==> src/rtl/host_cmd_bridge_pkg.sv <==
// Shared constants and state types for the host command bridge.
package host_cmd_pkg;

  localparam logic [7:0] SYNC_BYTE  = 8'hA5;
  localparam logic [7:0] ACK_BYTE   = 8'h5A;
  localparam logic [7:0] NACK_BYTE  = 8'hEE;
  localparam logic [3:0] SAMPLE_TAG = 4'hC;

  typedef enum logic [2:0] {
    S_IDLE,
    S_CW,
    S_CH,
    S_CL,
    S_NH,
    S_NL,
    S_CK
  } parseState_t;

  typedef enum logic [1:0] {
    T_IDLE,
    T_ACK,
    T_HI,
    T_LO
  } txState_t;

endpackage

==> src/rtl/host_cmd_bridge_if.sv <==
// Host byte link, controller bus and ADC return path of the bridge.
interface host_cmd_bridge_if;
  logic [7:0]  rx_data;
  logic        rx_valid;
  logic [7:0]  tx_data;
  logic        tx_valid;
  logic        tx_ready;
  logic [7:0]  ctrl_word;
  logic [15:0] conf_word;
  logic        mode_adc;
  logic [11:0] n_samples;
  logic        ctrl_en;
  logic [11:0] data_adc;
  logic        ready_adc;
  logic        overflow;
  logic        frame_err;

  // Host/controller side: drives the link inputs, observes the bridge outputs.
  modport master (
    output rx_data, rx_valid, tx_ready, data_adc, ready_adc,
    input  tx_data, tx_valid, ctrl_word, conf_word, mode_adc, n_samples,
           ctrl_en, overflow, frame_err
  );

  // Bridge side.
  modport slave (
    input  rx_data, rx_valid, tx_ready, data_adc, ready_adc,
    output tx_data, tx_valid, ctrl_word, conf_word, mode_adc, n_samples,
           ctrl_en, overflow, frame_err
  );
endinterface

==> src/rtl/host_cmd_bridge_sample_fifo.sv <==
// Synchronous first-word-fall-through FIFO for 12-bit ADC samples.
// A push while full is accepted only if a pop happens in the same cycle.
module sample_fifo #(
  parameter int AW = 4
) (
  input  logic        clk,
  input  logic        rst,
  input  logic        push,
  input  logic        pop,
  input  logic [11:0] din,
  output logic [11:0] dout,
  output logic        full,
  output logic        empty
);

  logic [11:0] mem [0:(1<<AW)-1];
  logic [AW:0] wrPtr;
  logic [AW:0] rdPtr;
  logic        wrEn;
  logic        rdEn;

  assign empty = (wrPtr == rdPtr);
  assign full  = (wrPtr[AW] != rdPtr[AW]) && (wrPtr[AW-1:0] == rdPtr[AW-1:0]);
  assign rdEn  = pop && !empty;
  assign wrEn  = push && (!full || rdEn);
  assign dout  = mem[rdPtr[AW-1:0]];

  // Sample storage; contents are don't-care until written.
  always_ff @(posedge clk) begin
    if (wrEn) mem[wrPtr[AW-1:0]] <= din;
  end

  // Read and write pointers with one extra wrap bit to tell full from empty.
  always_ff @(posedge clk or posedge rst) begin
    if (rst) begin
      wrPtr <= '0;
      rdPtr <= '0;
    end else begin
      if (wrEn) wrPtr <= wrPtr + 1'b1;
      if (rdEn) rdPtr <= rdPtr + 1'b1;
    end
  end

endmodule

==> src/rtl/host_cmd_bridge.sv <==
// Host command bridge: parses 7-byte command frames into the controller
// bus and streams buffered ADC samples plus acks back to the host.
//
// state  | meaning
// S_IDLE | hunting for the sync byte
// S_CW   | expecting the control word
// S_CH   | expecting conf[15:8]
// S_CL   | expecting conf[7:0]
// S_NH   | expecting {mode, 000, n[11:8]}
// S_NL   | expecting n[7:0]
// S_CK   | expecting the XOR checksum
// T_IDLE | transmitter free, picks ack first, then a sample
// T_ACK  | ack/nack byte on the link
// T_HI   | sample high byte on the link
// T_LO   | sample low byte on the link
module host_cmd_bridge
  import host_cmd_pkg::*;
#(
  parameter int EN_CYCLES = 4,
  parameter int TIMEOUT   = 50000,
  parameter int FIFO_AW   = 4
) (
  input logic              clk,
  input logic              rst,
  host_cmd_bridge_if.slave bus
);

  localparam int TW = $clog2(TIMEOUT + 1);

  parseState_t pState;
  txState_t    tState;

  logic [7:0]    shCw, shCh, shCl, shNh, shNl;
  logic [TW-1:0] idleCnt;
  logic [7:0]    enCnt;
  logic [7:0]    ckCalc;
  logic          ckDone;
  logic          ckOk;

  logic          readyPrev;
  logic          sampleEdge;
  logic          sampleDrop;
  logic          fifoPop;
  logic          fifoFull;
  logic          fifoEmpty;
  logic [11:0]   fifoDout;
  logic [7:0]    sampleLo;
  logic          ackPend;
  logic [7:0]    ackByte;

  assign ckCalc     = shCw ^ shCh ^ shCl ^ shNh ^ shNl;
  assign ckDone     = (pState == S_CK) && bus.rx_valid;
  assign ckOk       = ckDone && (bus.rx_data == ckCalc);
  assign sampleEdge = bus.ready_adc && !readyPrev;
  assign fifoPop    = (tState == T_IDLE) && !ackPend && !fifoEmpty;
  assign sampleDrop = sampleEdge && fifoFull && !fifoPop;

  sample_fifo #(.AW(FIFO_AW)) uFifo (
    .clk   (clk),
    .rst   (rst),
    .push  (sampleEdge),
    .pop   (fifoPop),
    .din   (bus.data_adc),
    .dout  (fifoDout),
    .full  (fifoFull),
    .empty (fifoEmpty)
  );

  // Frame parser, inter-byte timeout, output bus update and ctrl_en pulse.
  always_ff @(posedge clk or posedge rst) begin
    if (rst) begin
      pState        <= S_IDLE;
      shCw          <= '0;
      shCh          <= '0;
      shCl          <= '0;
      shNh          <= '0;
      shNl          <= '0;
      idleCnt       <= '0;
      enCnt         <= '0;
      bus.ctrl_word <= '0;
      bus.conf_word <= '0;
      bus.mode_adc  <= 1'b0;
      bus.n_samples <= '0;
      bus.ctrl_en   <= 1'b0;
      bus.frame_err <= 1'b0;
    end else begin
      bus.frame_err <= 1'b0;

      if (bus.rx_valid) idleCnt <= TW'(TIMEOUT);
      else if (idleCnt != '0) idleCnt <= idleCnt - 1'b1;

      case (pState)
        S_IDLE: if (bus.rx_valid && bus.rx_data == SYNC_BYTE) pState <= S_CW;
        S_CW:   if (bus.rx_valid) begin shCw <= bus.rx_data; pState <= S_CH; end
        S_CH:   if (bus.rx_valid) begin shCh <= bus.rx_data; pState <= S_CL; end
        S_CL:   if (bus.rx_valid) begin shCl <= bus.rx_data; pState <= S_NH; end
        S_NH:   if (bus.rx_valid) begin shNh <= bus.rx_data; pState <= S_NL; end
        S_NL:   if (bus.rx_valid) begin shNl <= bus.rx_data; pState <= S_CK; end
        S_CK: begin
          if (bus.rx_valid) begin
            pState <= S_IDLE;
            if (ckOk) begin
              bus.ctrl_word <= shCw;
              bus.conf_word <= {shCh, shCl};
              bus.mode_adc  <= shNh[7];
              bus.n_samples <= {shNh[3:0], shNl};
            end else begin
              bus.frame_err <= 1'b1;
            end
          end
        end
        default: pState <= S_IDLE;
      endcase

      // A stalled frame is abandoned once the idle counter runs out.
      if (pState != S_IDLE && !bus.rx_valid && idleCnt == TW'(1)) begin
        pState        <= S_IDLE;
        bus.frame_err <= 1'b1;
      end

      // A new command restarts the pulse so ctrl_en never gaps between commands.
      if (ckOk) begin
        bus.ctrl_en <= 1'b1;
        enCnt       <= 8'(EN_CYCLES);
      end else if (bus.ctrl_en) begin
        if (enCnt == 8'd1) bus.ctrl_en <= 1'b0;
        enCnt <= enCnt - 1'b1;
      end
    end
  end

  // Rising-edge detect on ready_adc and sticky overflow flag.
  always_ff @(posedge clk or posedge rst) begin
    if (rst) begin
      readyPrev    <= 1'b0;
      bus.overflow <= 1'b0;
    end else begin
      readyPrev <= bus.ready_adc;
      if (ckOk) bus.overflow <= 1'b0;
      if (sampleDrop) bus.overflow <= 1'b1;
    end
  end

  // One-deep ack queue and the byte serializer toward the host.
  always_ff @(posedge clk or posedge rst) begin
    if (rst) begin
      tState       <= T_IDLE;
      ackPend      <= 1'b0;
      ackByte      <= '0;
      sampleLo     <= '0;
      bus.tx_data  <= '0;
      bus.tx_valid <= 1'b0;
    end else begin
      // A newer ack replaces one still waiting; the one being loaded now is already out.
      if (ckDone) begin
        ackPend <= 1'b1;
        ackByte <= ckOk ? ACK_BYTE : NACK_BYTE;
      end else if (tState == T_IDLE && ackPend) begin
        ackPend <= 1'b0;
      end

      case (tState)
        T_IDLE: begin
          if (ackPend) begin
            bus.tx_data  <= ackByte;
            bus.tx_valid <= 1'b1;
            tState       <= T_ACK;
          end else if (!fifoEmpty) begin
            bus.tx_data  <= {SAMPLE_TAG, fifoDout[11:8]};
            sampleLo     <= fifoDout[7:0];
            bus.tx_valid <= 1'b1;
            tState       <= T_HI;
          end
        end
        T_ACK: begin
          if (bus.tx_ready) begin
            bus.tx_valid <= 1'b0;
            tState       <= T_IDLE;
          end
        end
        T_HI: begin
          if (bus.tx_ready) begin
            bus.tx_data <= sampleLo;
            tState      <= T_LO;
          end
        end
        T_LO: begin
          if (bus.tx_ready) begin
            bus.tx_valid <= 1'b0;
            tState       <= T_IDLE;
          end
        end
        default: tState <= T_IDLE;
      endcase
    end
  end

endmodule
==> src/flat_wrapper.sv <==
// flat-port wrapper written by rule: the top's interface ports become plain ports
module host_cmd_bridge_flat import host_cmd_pkg::*;
#(
  parameter int EN_CYCLES = 4,
  parameter int TIMEOUT   = 50000,
  parameter int FIFO_AW   = 4
)
  (clk, rst, bus_rx_data, bus_rx_valid, bus_tx_ready, bus_data_adc, bus_ready_adc, bus_tx_data, bus_tx_valid, bus_ctrl_word, bus_conf_word, bus_mode_adc, bus_n_samples, bus_ctrl_en, bus_overflow, bus_frame_err);
  host_cmd_bridge_if bus_i ();
  input logic clk;
  input logic rst;
  input wire logic [$bits(bus_i.rx_data)-1:0] bus_rx_data;
  input wire logic [$bits(bus_i.rx_valid)-1:0] bus_rx_valid;
  input wire logic [$bits(bus_i.tx_ready)-1:0] bus_tx_ready;
  input wire logic [$bits(bus_i.data_adc)-1:0] bus_data_adc;
  input wire logic [$bits(bus_i.ready_adc)-1:0] bus_ready_adc;
  output wire logic [$bits(bus_i.tx_data)-1:0] bus_tx_data;
  output wire logic [$bits(bus_i.tx_valid)-1:0] bus_tx_valid;
  output wire logic [$bits(bus_i.ctrl_word)-1:0] bus_ctrl_word;
  output wire logic [$bits(bus_i.conf_word)-1:0] bus_conf_word;
  output wire logic [$bits(bus_i.mode_adc)-1:0] bus_mode_adc;
  output wire logic [$bits(bus_i.n_samples)-1:0] bus_n_samples;
  output wire logic [$bits(bus_i.ctrl_en)-1:0] bus_ctrl_en;
  output wire logic [$bits(bus_i.overflow)-1:0] bus_overflow;
  output wire logic [$bits(bus_i.frame_err)-1:0] bus_frame_err;
  assign bus_i.rx_data = bus_rx_data;
  assign bus_i.rx_valid = bus_rx_valid;
  assign bus_i.tx_ready = bus_tx_ready;
  assign bus_i.data_adc = bus_data_adc;
  assign bus_i.ready_adc = bus_ready_adc;
  assign bus_tx_data = bus_i.tx_data;
  assign bus_tx_valid = bus_i.tx_valid;
  assign bus_ctrl_word = bus_i.ctrl_word;
  assign bus_conf_word = bus_i.conf_word;
  assign bus_mode_adc = bus_i.mode_adc;
  assign bus_n_samples = bus_i.n_samples;
  assign bus_ctrl_en = bus_i.ctrl_en;
  assign bus_overflow = bus_i.overflow;
  assign bus_frame_err = bus_i.frame_err;
  host_cmd_bridge #(.EN_CYCLES(EN_CYCLES), .TIMEOUT(TIMEOUT), .FIFO_AW(FIFO_AW)) u_core (.clk(clk), .rst(rst), .bus(bus_i));
endmodule
==> config.mk <==
export PLATFORM = sky130hd
export DESIGN_NAME = host_cmd_bridge_flat
export DESIGN_NICKNAME = d
export VERILOG_FILES = /design/src/rtl/host_cmd_bridge_pkg.sv /design/src/rtl/host_cmd_bridge_if.sv /design/src/rtl/host_cmd_bridge_sample_fifo.sv /design/src/rtl/host_cmd_bridge.sv /design/src/flat_wrapper.sv
export SDC_FILE = /design/constraint.sdc
export NUM_CORES = 1
export LEC_CHECK = 0
export ABC_AREA = 1
export BUFFER_PORTS_ARGS = -buffer_cell sky130_fd_sc_hd__buf_2
export CAP_MARGIN = 20
export CORE_UTILIZATION = 40
export CTS_CLUSTER_DIAMETER = 100
export DETAILED_ROUTE_END_ITERATION = 8
export SLEW_MARGIN = 10
export SYNTH_ARGS = -nofsm -noshare
export SYNTH_HDL_FRONTEND = slang
export SYNTH_HIERARCHICAL = 1
export SYNTH_SLANG_ARGS = --single-unit
==> constraint.sdc <==
create_clock -name clk -period 7.9 [get_ports clk]
set_clock_uncertainty 0.05 [all_clocks]
set_input_delay 0.395 -clock clk [delete_from_list [all_inputs] [get_ports clk]]
set_output_delay 0.395 -clock clk [all_outputs]
set_load 0.005 [all_outputs]
# Word-level counts from Yosys, hierarchy flattened
# Memory sizes are Yosys's and may differ from the RTL's.
# Index checks and enable logic that the tools add are counted.
[op_classes]
add_sub_neg = 4
eq_ne = 26
n_mux = 40
bitwise_logic = 6
reduce_logical = 43
[ops]
columns = ["op", "count"]
rows = [
  ["$mux W8", 6],
  ["$mux W16", 2],
  ["$xor A8 B8 Y8", 4],
  ["$mux W3", 8],
  ["$pmux W3 S7", 1],
  ["$eq A16 B1 Y1 const B", 1],
  ["$mux W1", 16],
  ["$pmux W8 S2", 1],
  ["$reduce_bool A16 Y1", 1],
  ["$sub A16 B1 Y16 const B", 1],
  ["$ne A3 B2 Y1 const B", 5],
  ["$reduce_and A3 Y1", 5],
  ["$logic_and A1 B1 Y1", 14],
  ["$reduce_bool A2 Y1", 6],
  ["$add A5 B1 Y5 const B", 2],
  ["$reduce_and A2 Y1", 5],
  ["$eq A3 B3 Y1 const B", 3],
  ["$eq A8 B1 Y1 const B", 1],
  ["$eq A8 B8 Y1", 1],
  ["$eq A8 B8 Y1 const B", 1],
  ["$mux W2", 4],
  ["$sub A8 B1 Y8 const B", 1],
  ["$reduce_and A7 Y1", 1],
  ["$eq A3 B2 Y1 const B", 2],
  ["other kinds (19)", 27],
]
[word_totals]
reg_bits = 146
ramBits = 192
inputBits = 25
out_inout_bits = 49
elab_cells = 144
n_memories = 1
[mem_list]
columns = ["name", "words", "word_bits", "read_ports", "rd_clocked_by_memory_dff", "wr", "line", "rtl"]
rows = [
  ["u_core.uFifo.mem", 16, 12, 1, 0, 1, "host_cmd_bridge_sample_fifo.sv:16", "logic [11:0] mem [0:(1<<AW)-1];"],
]

# Logic depth before layout (Yosys ltp)
# Gate-level depths: netlist of the first run.
[logic_depth]
ltp_word = 10
depth_mapped = 16
ltp_nobuf = 14

# Cells and area by module
# Netlist of the first run, hierarchy kept.
[modules_own_cells]
columns = ["mod", "n_inst", "cells_each", "area_per_inst_um2", "seq_area_each_um2"]
rows = [
  ["sample_fifo", 1, 708, 8376.8, 6015.8],
  ["host_cmd_bridge", 1, 842, 6433.7, 3278.1],
]

# Worst setup path before layout of the first run
# No wires, ideal clock.
[synth_timing]
kind = "reg2reg"
from = "register u_core.uFifo.rdPtr[0]"
to = "memory u_core.uFifo.mem[12][0], enable pin"
setup_ns = 0.380
arrival_ns = 2.391
required_ns = 7.470
slack_ns = 5.078
stages_incl_launch_ff = 16
path_buffers = 2
synth_period_minus_slack_ns = 2.822
cell_sequence = "dfrtp_1 buf_6 inv_4 nand2_1 nand2_1 nor2_4 nand3_1 inv_1 inv_1 nand3_1 clkinv_1 inv_1 nand4_4 nand2_2 buf_4 nor2_1"
[synth_via]
elab_chain_len = 8
elab_cells_between_ends = 11
classes_between = "2 x eq/ne; 2 x mux; 7 x reduce/logical"
[synth_rtl]
columns = ["element", "line", "rtl"]
rows = [
  ["start, declared", "host_cmd_bridge_sample_fifo.sv:18", "logic [AW:0] rdPtr;"],
  ["start signal, assigned", "host_cmd_bridge_sample_fifo.sv:40", "if (rdEn) rdPtr <= rdPtr + 1'b1;"],
  ["$eq A5 B5 Y1", "host_cmd_bridge_sample_fifo.sv:22", "assign empty = (wrPtr == rdPtr);"],
  ["net u_core.fifoEmpty", "host_cmd_bridge.sv:45", "logic fifoEmpty;"],
  ["$logic_not A1 Y1", "host_cmd_bridge.sv:55", "assign fifoPop = (tState == T_IDLE) && !ackPend && !fifoEmpty;"],
  ["$logic_and A1 B1 Y1", "host_cmd_bridge.sv:55", ""],
  ["net u_core.fifoPop", "host_cmd_bridge.sv:43", "logic fifoPop;"],
  ["$logic_and A1 B1 Y1", "host_cmd_bridge_sample_fifo.sv:24", "assign rdEn = pop && !empty;"],
  ["$logic_or A1 B1 Y1", "host_cmd_bridge_sample_fifo.sv:25", "assign wrEn = push && (!full || rdEn);"],
  ["$logic_and A1 B1 Y1", "host_cmd_bridge_sample_fifo.sv:25", ""],
  ["$mux W1", "host_cmd_bridge_sample_fifo.sv:30", "if (wrEn) mem[wrPtr[AW-1:0]] <= din;"],
  ["$mux W1 (not written as such)", "host_cmd_bridge_sample_fifo.sv:30", ""],
  ["end, declared", "host_cmd_bridge_sample_fifo.sv:16", ""],
]
# The timed path passes the listed nets, and every way through them passes these cells.

# Worst setup path after layout of the first run
[layout_timing]
from = "register u_core.uFifo.rdPtr[0]"
to = "memory u_core.uFifo.mem[7][8], enable pin"
# The elaborated chain is that of the path after synthesis.

==> run metrics, run 1 <==
Nets=1,640; Buffers on Ports=73; most common cell after layout, fill and taps aside=nand2_1; ys flop type=edfxtp_1; CTS buffer count=37; VDD IR max=0.195 mV; Clk pin slew, worst setup/hold paths=60 ps; Netlist cell types=38; Buf/Inv on CP=5; antenna violations before repair=1; Worst Max-Slew Pin Slew=1060 ps; sequential area share after synthesis=62.8%; adder-cell share of the synthesized area=0.845%; vias in the first global route=10,200; dpl cells=2,031; slowest cell on the critical path=nor2_1; Hold WS=112 ps; Core ar.=~37,000 um2; Crit path top cell by count=inv_1; Comb pwr share=around 30%; Compound-Gate Fraction of Synth Area=under 10%; synthesis-to-layout area growth=13.2%; nature of the critical path startpoint=register; f_max=between 200 and 250 MHz; reg2reg end=u_core/uFifo/mem[7][8]; Yosys warnings=6; die width=approximately 200 um; post-synthesis simple-gate area fraction=21.3%; Internal=roughly 3700 uW; Reg2Reg Depth=13; pwr dens=about 350 nW/um2; Post-synth EDFFs=roughly 190; top post-synthesis cells by area=edfxtp_1 (39%), dfrtp_1 (24%), nand2_1 (11%), o21ai_0 (5.6%), nor2_1 (5.2%); Psw=2110 uW; Setup TNS=0 ps; Crit. End Element=register; grt ovf=0; final setup vio count=0; family with the most delay on the worst path=simple AND/OR/NAND/NOR gates; endpoints failing hold=0; internal reg-to-reg setup slack=3620 ps; Total GRT Usage=19.5%; Top Ports=74; Worst EP required=7980 ps; Sink Count=around 330; layout cells sized above 1=~11%; HP Class=input pin to register; DRC viols=0; post-synthesis xor/xnor area fraction=0.769%; full die area=37,800 um2; status=finished, final reports clean; crit path cell chain=buf_4 > nand2_1 > nand2_1 > nor2_4 > nand3_1 > inv_1 > inv_1 > nand3_1 > clkinv_1 > inv_1 > nand4_4 > nand2_2 > nor2_1; worst slack, placed=roughly 3600 ps; # Post-CTS Setup Buffers=0; Reg2Reg Launch Point=u_core/uFifo/rdPtr[0]; drt wl/cell=17.4 um; worst-case hold path end point=u_core/bus.tx_valid; Post-Syn Area per Cell=9.56 um2; Slew Viols, Final=0; share of the synthesized area in the top cell type=about two fifths; Hold Crit Depth=4; first-pass GRT wire length=slightly below 60,000 um; DRT iter0 DRCs=~1,000; Initial Util=40.6%; Crit Path Category=register to register; Synth Register Bits=333; Final min period=4280 ps; CTS tree=yes; Synth Net Count=1,585; Post-Route Utilization=between 40% and 50%; unrepaired setup endpoints after global routing=false; Sequential Power Share=between 30% and 40%; sw frac=36.2%; Resize count post-CTS=0; HP Start=bus_tx_ready; via count=10,800; depth of the CTS H-tree=2; CTS Buffer Depth=3; CP Max Fanout=100; top cell type by total area after synthesis=edfxtp_1; leakage power=0.00729 uW; clock root buffer=clkbuf_16; Clk network pwr share=30.7%; largest family of logic cells by synthesized area=simple AND/OR/NAND/NOR gates; Final Worst Setup Slack=roughly 3600 ps; Slew headroom=29.4%; Vias/cell=5.14; FP Rows=70; multiplexer area fraction after synthesis=0%; DIE HEIGHT=approximately 190 um; asr flop ratio synth=42.3%; Worst-Skew Late Latency=around 530 ps; ANT cells=0; CP arrival=about 4400 ps; placer congestion estimate=0.878; drt first pass iters=5; period utilization=54.2%; Routed WL=36,500 um; Non-Filler Instances=2,100; Post-DP HPWL=23,400 um; Mapped Cells=1,550; synthesized area=14,800 um2; Post-DRT Antenna Nets=0; slowest cell delay on critical path=approximately 940 ps; most frequent cells in the layout=nand2_1 (421), nor2_1 (204), edfxtp_1 (192); largest net degree at the start of global routing=101; max-capacitance violation count=0
[synth_stat cells (2+ instances only)]
master	count
nand3_1	55
o21ai_1	8
nand3b_1	9
nor2_2	4
nand4_1	41
buf_1	2
or2_1	2
xor2_1	7
buf_4	17
buf_6	3
nor3_1	9
buf_2	13
nor4_1	4
o22ai_1	13
nor2_1	205
inv_2	19
a211oi_1	2
dfrtp_1	141
clkbuf_1	31
o21ai_0	167
edfxtp_1	192
ha_1	10
a21oi_1	10
nand2_1	421
a31oi_1	8
o211ai_1	25
or2_2	3
inv_1	112
nor2_4	2
xnor2_1	6
nand2_2	2
[metal layers]
| layer | part of all wire, % | track usage (%) | vias to the layer above |
|---|---|---|---|
| li1 | - | - | 5288 |
| met1 | 47 | 28.7 | 5140 |
| met2 | 46 | 30.0 | 313 |
| met3 | 5.2 | 2.72 | 55 |
| met4 | 1.8 | 5.58 | 0 |
| met5 | 0 | 0 | - |
[flip-flops by register name, summed over array words and instances (netlist names), 2 cells and up]
register	cells
u_core/uFifo/mem	192
u_core/bus.conf_word	16
u_core/idleCnt	16
u_core/bus.n_samples	12
u_core/bus.ctrl_word	8
u_core/bus.tx_data	8
u_core/enCnt	8
u_core/sampleLo	8
u_core/shCh	8
u_core/shCl	8
u_core/shCw	8
u_core/shNh	8
u_core/shNl	8
u_core/uFifo/rdPtr	5
u_core/uFifo/wrPtr	5
u_core/ackByte	3
u_core/pState	3
u_core/tState	2
[metrics by stage]
step	power (uW)	area, um2
after floorplan	3610	14800
after global placement	4030	15500
after detailed placement	4060	15500
after CTS	5860	16700
after global routing	6200	16800
final	5830	16800
[worst max-delay path by stage]
| stage | depth (start not counted) | to | startpoint |
|---|---|---|---|
| 6_report | 13 | u_core/uFifo/mem[7][8] | u_core/uFifo/rdPtr[0] |
| 5_1_grt | 13 | u_core/uFifo/mem[7][8] | u_core/uFifo/rdPtr[0] |
| 4_1_cts | 13 | u_core/uFifo/mem[7][8] | u_core/uFifo/rdPtr[0] |
| 3_5_place_dp | 13 | u_core/uFifo/mem[7][5] | u_core/uFifo/rdPtr[0] |
| 3_3_place_gp | 13 | u_core/uFifo/mem[7][0] | u_core/uFifo/rdPtr[0] |
| 2_1_floorplan | 1 | u_core/ackByte[4] | rst |
[repair_timing]
action,in CTS,in global routing
setup endpoints to repair,0,0
hold buffers,2,0
endpoints found under the hold margin,71,0
[power groups by stage]
stage,combinational [uW],sequential [uW],clock (uW)
2_1_floorplan,1340,2270,0
3_3_place_gp,1690,2330,0
3_5_place_dp,1720,2340,0
4_1_cts,1730,2310,1830
5_1_grt,1960,2340,1890
6_report,1730,2310,1790
[worst min-delay path, stage by stage]
cell     delay, ps
buf_2           90
nand2_1         60
nand2_1         50
nand2_1         40
[area by class of cell]
type,instances,area [um2]
fill,3480,19800
sequential,333,9300
multi-input combinational,1018,4670
clock buffer,42,945
tap,468,586
inverter,133,507
timing repair buffer,82,458
clock inverter,24,310
[kinds of logic after synthesis]
group,after synthesis
flip-flops,333
AND/OR/NAND/NOR,760
AO/OA/AOI/OAI,235
adder cells (fa/ha/maj),10
buffers and inverters,199
XOR/XNOR,13
Power figures use the tool's default switching activity.
==> run 2, diff against run 1 <==
==> constraint.sdc (replaced) <==
create_clock -name clk -period 3.87 [get_ports clk]
set_clock_uncertainty 0.05 [all_clocks]
set_input_delay 0.1935 -clock clk [delete_from_list [all_inputs] [get_ports clk]]
set_output_delay 0.1935 -clock clk [all_outputs]
set_load 0.005 [all_outputs]
==> run 2 against run 1 <==
- count of clock-buffer cells in the layout increased by 4
- maximum frequency increased by 35%
- worst setup slack got worse by 2900 ps
- via count up 2.1%
- non-clock buffer count rose by 29
- critical path depth up 2
- sequential power rose by 110%
- wire length up 4.2%
- largest power group unchanged
- final cell count increased by 1.2%
- global-route usage grew 1.1 points
==> run metrics, run 2 (synthesis gave the netlist of run 1 again) <==
drt wl/cell=17.9 um (+2.9%); Resize count post-CTS=0 (unchanged); slowest cell delay on critical path=650 ps (-290 ps); DIE HEIGHT=194 um (unchanged); Internal=7370 uW (+98%); reg2reg end=u_core/uFifo/mem[6][11]; drt first pass iters=5 (unchanged); Hold Crit Depth=2 (-2); period utilization=81.9% (+28 points); CTS Buffer Depth=3 (unchanged); most frequent cells in the layout=nand2_1 (421), nor2_1 (204), edfxtp_1 (192); status=finished, final reports clean; launch point of the worst path=u_core/uFifo/rdPtr[0]; DRC viols=0 (unchanged); Sequential Power Share=40.5% (+0.9 points); f_max=315 MHz (+35%); Crit path top cell by count=inv_1; Slew Viols, Final=0 (unchanged); slowest cell on the critical path=dfrtp_2; pwr dens=694 nW/um2 (+100%); Total GRT Usage=20.6% (+1.1 points); unrepaired setup endpoints after global routing=false; full die area=37,800 um2 (unchanged); sw frac=37.0% (+0.82 points); max-capacitance violation count=0 (unchanged); Post-Place Cell Area=15,700 um2 (+1.2%); HP Class=input pin to register; HP Start=bus_rx_valid; CTS buffer count=36 (-2.7%); Crit Path Category=register to register; largest net degree at the start of global routing=98 (-3.0%); Sink Count=333 (unchanged); CP Max Fanout=26 (-74%); Core ar.=36,500 um2 (unchanged); layout cells sized above 1=11.8% (+0.98 points); antenna violations before repair=0 (-1); leakage power=0.00736 uW (+1.0%); Reg2Reg Launch Point=u_core/uFifo/rdPtr[0]; grt ovf=0 (unchanged); worst-case hold path end point=u_core/idleCnt[11]; internal reg-to-reg setup slack=700 ps (-2920 ps); Final min period=3170 ps (-1110 ps); die width=194 um (unchanged); via count=11,000 (+2.1%); Buffers on Ports=73 (unchanged); Reg2Reg Depth=15 (+2); endpoints failing hold=0 (unchanged); Clk pin slew, worst setup/hold paths=60 ps (about the same); placer congestion estimate=0.856 (-2.5%); design area=16,900 um2 (+0.57%); # Post-CTS Setup Buffers=0 (unchanged); Top Ports=74 (unchanged); hold buffers post-CTS=7 (+5); Post-DP HPWL=24,400 um (+4.4%); DRT iter0 DRCs=1,037 (+6.1%); Initial Util=40.6% (unchanged); Largest register FFs=192 (unchanged); clock root buffer=clkbuf_16; crit path cell chain=inv_4 > nand2_1 > nand2_1 > nor2_4 > nand3_1 > inv_1 > inv_1 > nand3_1 > clkinv_1 > inv_1 > nand4_4 > nand2_2 > buf_4 > nor2_1 > buf_4; first-pass GRT wire length=60,700 um (+5.2%); CP arrival=3390 ps (-970 ps); Worst-Skew Late Latency=530 ps (about the same); Psw=4330 uW (+110%); area taken by multi-input logic gates=4670 um2 (unchanged); Worst EP required=4090 ps (-3890 ps); synthesis-to-layout area growth=13.9%; ANT cells=0 (unchanged); depth of the CTS H-tree=2 (unchanged); Post-DRT Antenna Nets=0 (unchanged); most common cell after layout, fill and taps aside=nand2_1; Slew headroom=38.4% (+9.0 points); FP Rows=70 (unchanged); Storage cell area=9300 um2 (unchanged); fill count=3,440 (-1.1%); final setup vio count=0 (unchanged); Worst Max-Slew Pin Slew=925 ps (-131 ps); Routed WL=38,100 um (+4.2%); Crit. End Element=register; VDD IR max=0.371 mV (+90%); vias in the first global route=10,600 (+3.6%); CTS tree=yes; Clk network pwr share=28.5% (-2.2 points); Setup TNS=0 ps (unchanged); Vias/cell=5.18 (+0.82%); Nets=1,668 (+1.7%); nature of the critical path startpoint=register; Comb pwr share=30.9% (+1.2 points)
-- run 2: worst max-delay path by stage --
stage / end / slack, ps / depth (start not counted)
floorplan: u_core/ackByte[4] / 130 / 1
CTS: u_core/uFifo/mem[15][0] / 710 / 15
global route: u_core/uFifo/mem[15][0] / 430 / 15
detailed placement: u_core/uFifo/mem[15][0] / 720 / 15
finish: u_core/uFifo/mem[6][11] / 700 / 15
global placement: u_core/uFifo/mem[15][7] / 790 / 15
-- run 2: cell type report --
cell class,count,share of cell area (%)
Clock buffer,46,5.94
Clock inverter,17,0.824
Inverter,133,3.00
Timing Repair Buffer,111,3.96
Tap cell,468,3.47
Sequential cell,333,55.1
Multi-Input combinational cell,1018,27.7
-- run 2: power groups by stage --
stage          Clock, uW  Sequential (uW)  Combinational [uW]
6_report            3340             4740                3620
5_1_grt             3530             4820                4140
4_1_cts             3420             4740                3630
3_5_place_dp           0             4800                3590
3_3_place_gp           0             4780                3540
2_1_floorplan          0             4630                2740
-- run 2: metal layers --
layer | track usage [%] | wire (um) | vias up
met2 | 33.4 | 17900 | 344
li1 | - | - | 5338
met3 | 3.52 | 2290 | 69
met4 | 6.76 | 980 | 0
met5 | 0 | 0 | -
met1 | 28.2 | 16900 | 5268
-- run 2: critical path, delay by kind of cell (launching register included) --
kind	cells	cell delay (ps)
simple gates	8	1080
buf+inv	7	1110
flops	1	650
-- run 2: through the flow --
step                power, uW  cells  worst slack, ps  util (%)  hold WS, ps
finish                  11700   2126              700      46.2         13.0
global placement         8330   2056              794      42.9          214
detailed placement       8400   2056              717      42.9          214
CTS                     11800   2126              709      46.2         3.56
global route            12500   2126              426      46.2         24.9
floorplan                7370   1550              129         -        -16.3
==> run 3, diff against run 2 <==
==> constraint.sdc (replaced) <==
create_clock -name clk -period 3.07 [get_ports clk]
set_clock_uncertainty 0.05 [all_clocks]
set_input_delay 0.1535 -clock clk [delete_from_list [all_inputs] [get_ports clk]]
set_output_delay 0.1535 -clock clk [all_outputs]
set_load 0.005 [all_outputs]
==> run 3 against run 2 <==
- clock power grew 37%
- first-iteration DRC count grew 2.1%
- sequential share of layout area shrank 0.49 points
- final cell count shrank 0.14%
- count of clock-buffer cells in the layout grew 7
- combinational power grew 30%
- non-clock buffer count shrank 6
- wire length grew 1.4%
==> run metrics, run 3 (synthesis gave the netlist of run 1 again) <==
status=finished, final reports clean; worst-case hold path end point=u_core/uFifo/mem[1][5]; leakage power=0.00739 uW (+0.41%); CP Max Fanout=21 (-19%); Sink Count=333 (unchanged); Storage cell area=9300 um2 (unchanged); vias in the first global route=10,700 (+0.49%); nature of the critical path startpoint=register; most frequent cells in the layout=nand2_1 (421), nor2_1 (199), edfxtp_1 (192); slowest cell delay on critical path=770 ps (+120 ps); via count=11,100 (+0.76%); dpl cells=2,045 (-0.54%); Post-DRT Antenna Nets=0 (unchanged); depth of the CTS H-tree=2 (unchanged); clock root buffer=clkbuf_16; Post-Route M1 WL=17,400 um (+3.1%); Post-Place Cell Area=15,600 um2 (-0.22%); uppermost layer routed=met4; Worst-Skew Late Latency=530 ps (about the same); die width=194 um (unchanged); Initial Util=40.6% (unchanged); Crit Path Category=register to register; crit path cell chain=inv_1 > nand2_1 > nand2_1 > nor2_4 > nand3_1 > inv_1 > inv_1 > nand3_1 > clkinv_1 > inv_1 > nand4_4 > nand2_2 > buf_12 > nor2_1; Post-DP HPWL=24,600 um (+0.56%); placer congestion estimate=0.895 (+4.5%); full die area=37,800 um2 (unchanged); drt wl/cell=18.2 um (+1.6%); Reg2Reg Launch Point=u_core/uFifo/wrPtr[0]; CTS Buffer Depth=3 (unchanged); max-capacitance violation count=0 (unchanged); f_max=341 MHz (+8.1%); Total GRT Usage=20.7% (+0.028 points); Non-Filler Instances=2,123 (-0.14%); Nets=1,663 (-0.30%); fill count=3,378 (-1.8%); synthesis-to-layout area growth=14.9%; CP arrival=3030 ps (-360 ps); layout cells sized above 1=11.6% (-0.22 points); area taken by multi-input logic gates=4680 um2 (+0.27%); met3 wire length=2650 um (+16%); first-pass GRT wire length=60,300 um (-0.66%); HP Start=bus_data_adc[5]; Largest register FFs=192 (unchanged); Top Ports=74 (unchanged); Setup TNS=0 ps (unchanged); Worst EP required=3170 ps (-920 ps); internal reg-to-reg setup slack=140 ps (-560 ps); Worst Max-Slew Pin Slew=1010 ps (+84.8 ps); Hold Crit Depth=1 (-1); DRT iter0 DRCs=1,059 (+2.1%); DRC viols=0 (unchanged); Crit path top cell by count=inv_1; VDD IR max=0.693 mV (+87%); FP Rows=70 (unchanged); slowest cell on the critical path=nor2_1; endpoints failing hold=0 (unchanged); Final min period=2930 ps (-238 ps); Vias/cell=5.23 (+0.90%); Clk pin slew, worst setup/hold paths=60 ps (about the same); period utilization=95.5% (+14 points); launch point of the worst path=u_core/uFifo/wrPtr[0]; most common cell after layout, fill and taps aside=nand2_1; # Post-CTS Setup Buffers=0 (unchanged); largest net degree at the start of global routing=100 (+2.0%); met2 wire length=17,500 um (-2.3%); HP Class=input pin to register; antenna violations before repair=0 (unchanged); design area=17,000 um2 (+0.90%); Reg2Reg Depth=14 (-1); Routed WL=38,600 um (+1.4%); Power, Total=15,200 uW (+30%); DIE HEIGHT=194 um (unchanged); Slew headroom=32.5% (-5.9 points); ANT cells=0 (unchanged); pwr dens=892 nW/um2 (+29%); Core ar.=36,500 um2 (unchanged); reg2reg end=u_core/uFifo/mem[11][8]; CTS tree=yes; drt first pass iters=5 (unchanged); unrepaired setup endpoints after global routing=true; Buffers on Ports=73 (unchanged); grt ovf=0 (unchanged); final setup vio count=0 (unchanged); Crit. End Element=register; CTS buffer count=37 (+2.8%); Slew Viols, Final=0 (unchanged)
[run 3: what timing repair did]
item,CTS,global route
endpoints found under the setup margin,0,138
hold endpoints to repair,90,0
gates resized for setup,0,5
hold buffers,12,0
[run 3: worst max-delay path: cells and delay by family (launching register included)]
kind | cells | cell delay [ps]
flip-flops | 1 | 440
AND/OR/NAND/NOR | 8 | 1430
buffers and inverters | 6 | 590
[run 3: layer usage]
layer	up-vias	track usage (%)
met5	-	0
met4	0	6.94
met3	79	3.37
met2	430	32.3
met1	5263	29.3
li1	5331	-
[run 3: cell type report]
| class | instances | area share (%) |
|---|---|---|
| timing repair buffer | 105 | 4.03 |
| inverter | 133 | 2.97 |
| tap | 468 | 3.44 |
| sequential | 333 | 54.6 |
| clock buffer | 53 | 6.40 |
| clock inverter | 13 | 1.03 |
| multi-input combinational | 1018 | 27.5 |
[run 3: worst max-delay path by stage]
| stage | endpoint | slack, ps | depth (start not counted) |
|---|---|---|---|
| after CTS | u_core/uFifo/mem[1][4] | 160 | 14 |
| after floorplan | u_core/uFifo/mem[12][0] | 250 | 15 |
| final | u_core/uFifo/mem[11][8] | 140 | 14 |
| after global routing | u_core/uFifo/mem[10][7] | -30 | 14 |
| after detailed placement | u_core/uFifo/mem[13][3] | 150 | 14 |
| after global placement | u_core/uFifo/mem[15][7] | 290 | 14 |
[run 3: through the flow]
stage / hold slack (ps) / util (%) / setup slack, ps
6_report: 63.4 / 46.6 / 139
5_1_grt: 48.5 / 46.6 / -25.4
4_1_cts: 40.6 / 46.6 / 157
3_5_place_dp: 150 / 42.8 / 152
3_3_place_gp: 148 / 42.8 / 288
2_1_floorplan: -56.3 / - / 248
[run 3: report_power, final]
group	internal (uW)	total, uW	leakage, uW	switching, uW
Clock	2810	4570	0.000614	1770
Sequential	5370	5910	0.00355	537
Combinational	1480	4690	0.00323	3210
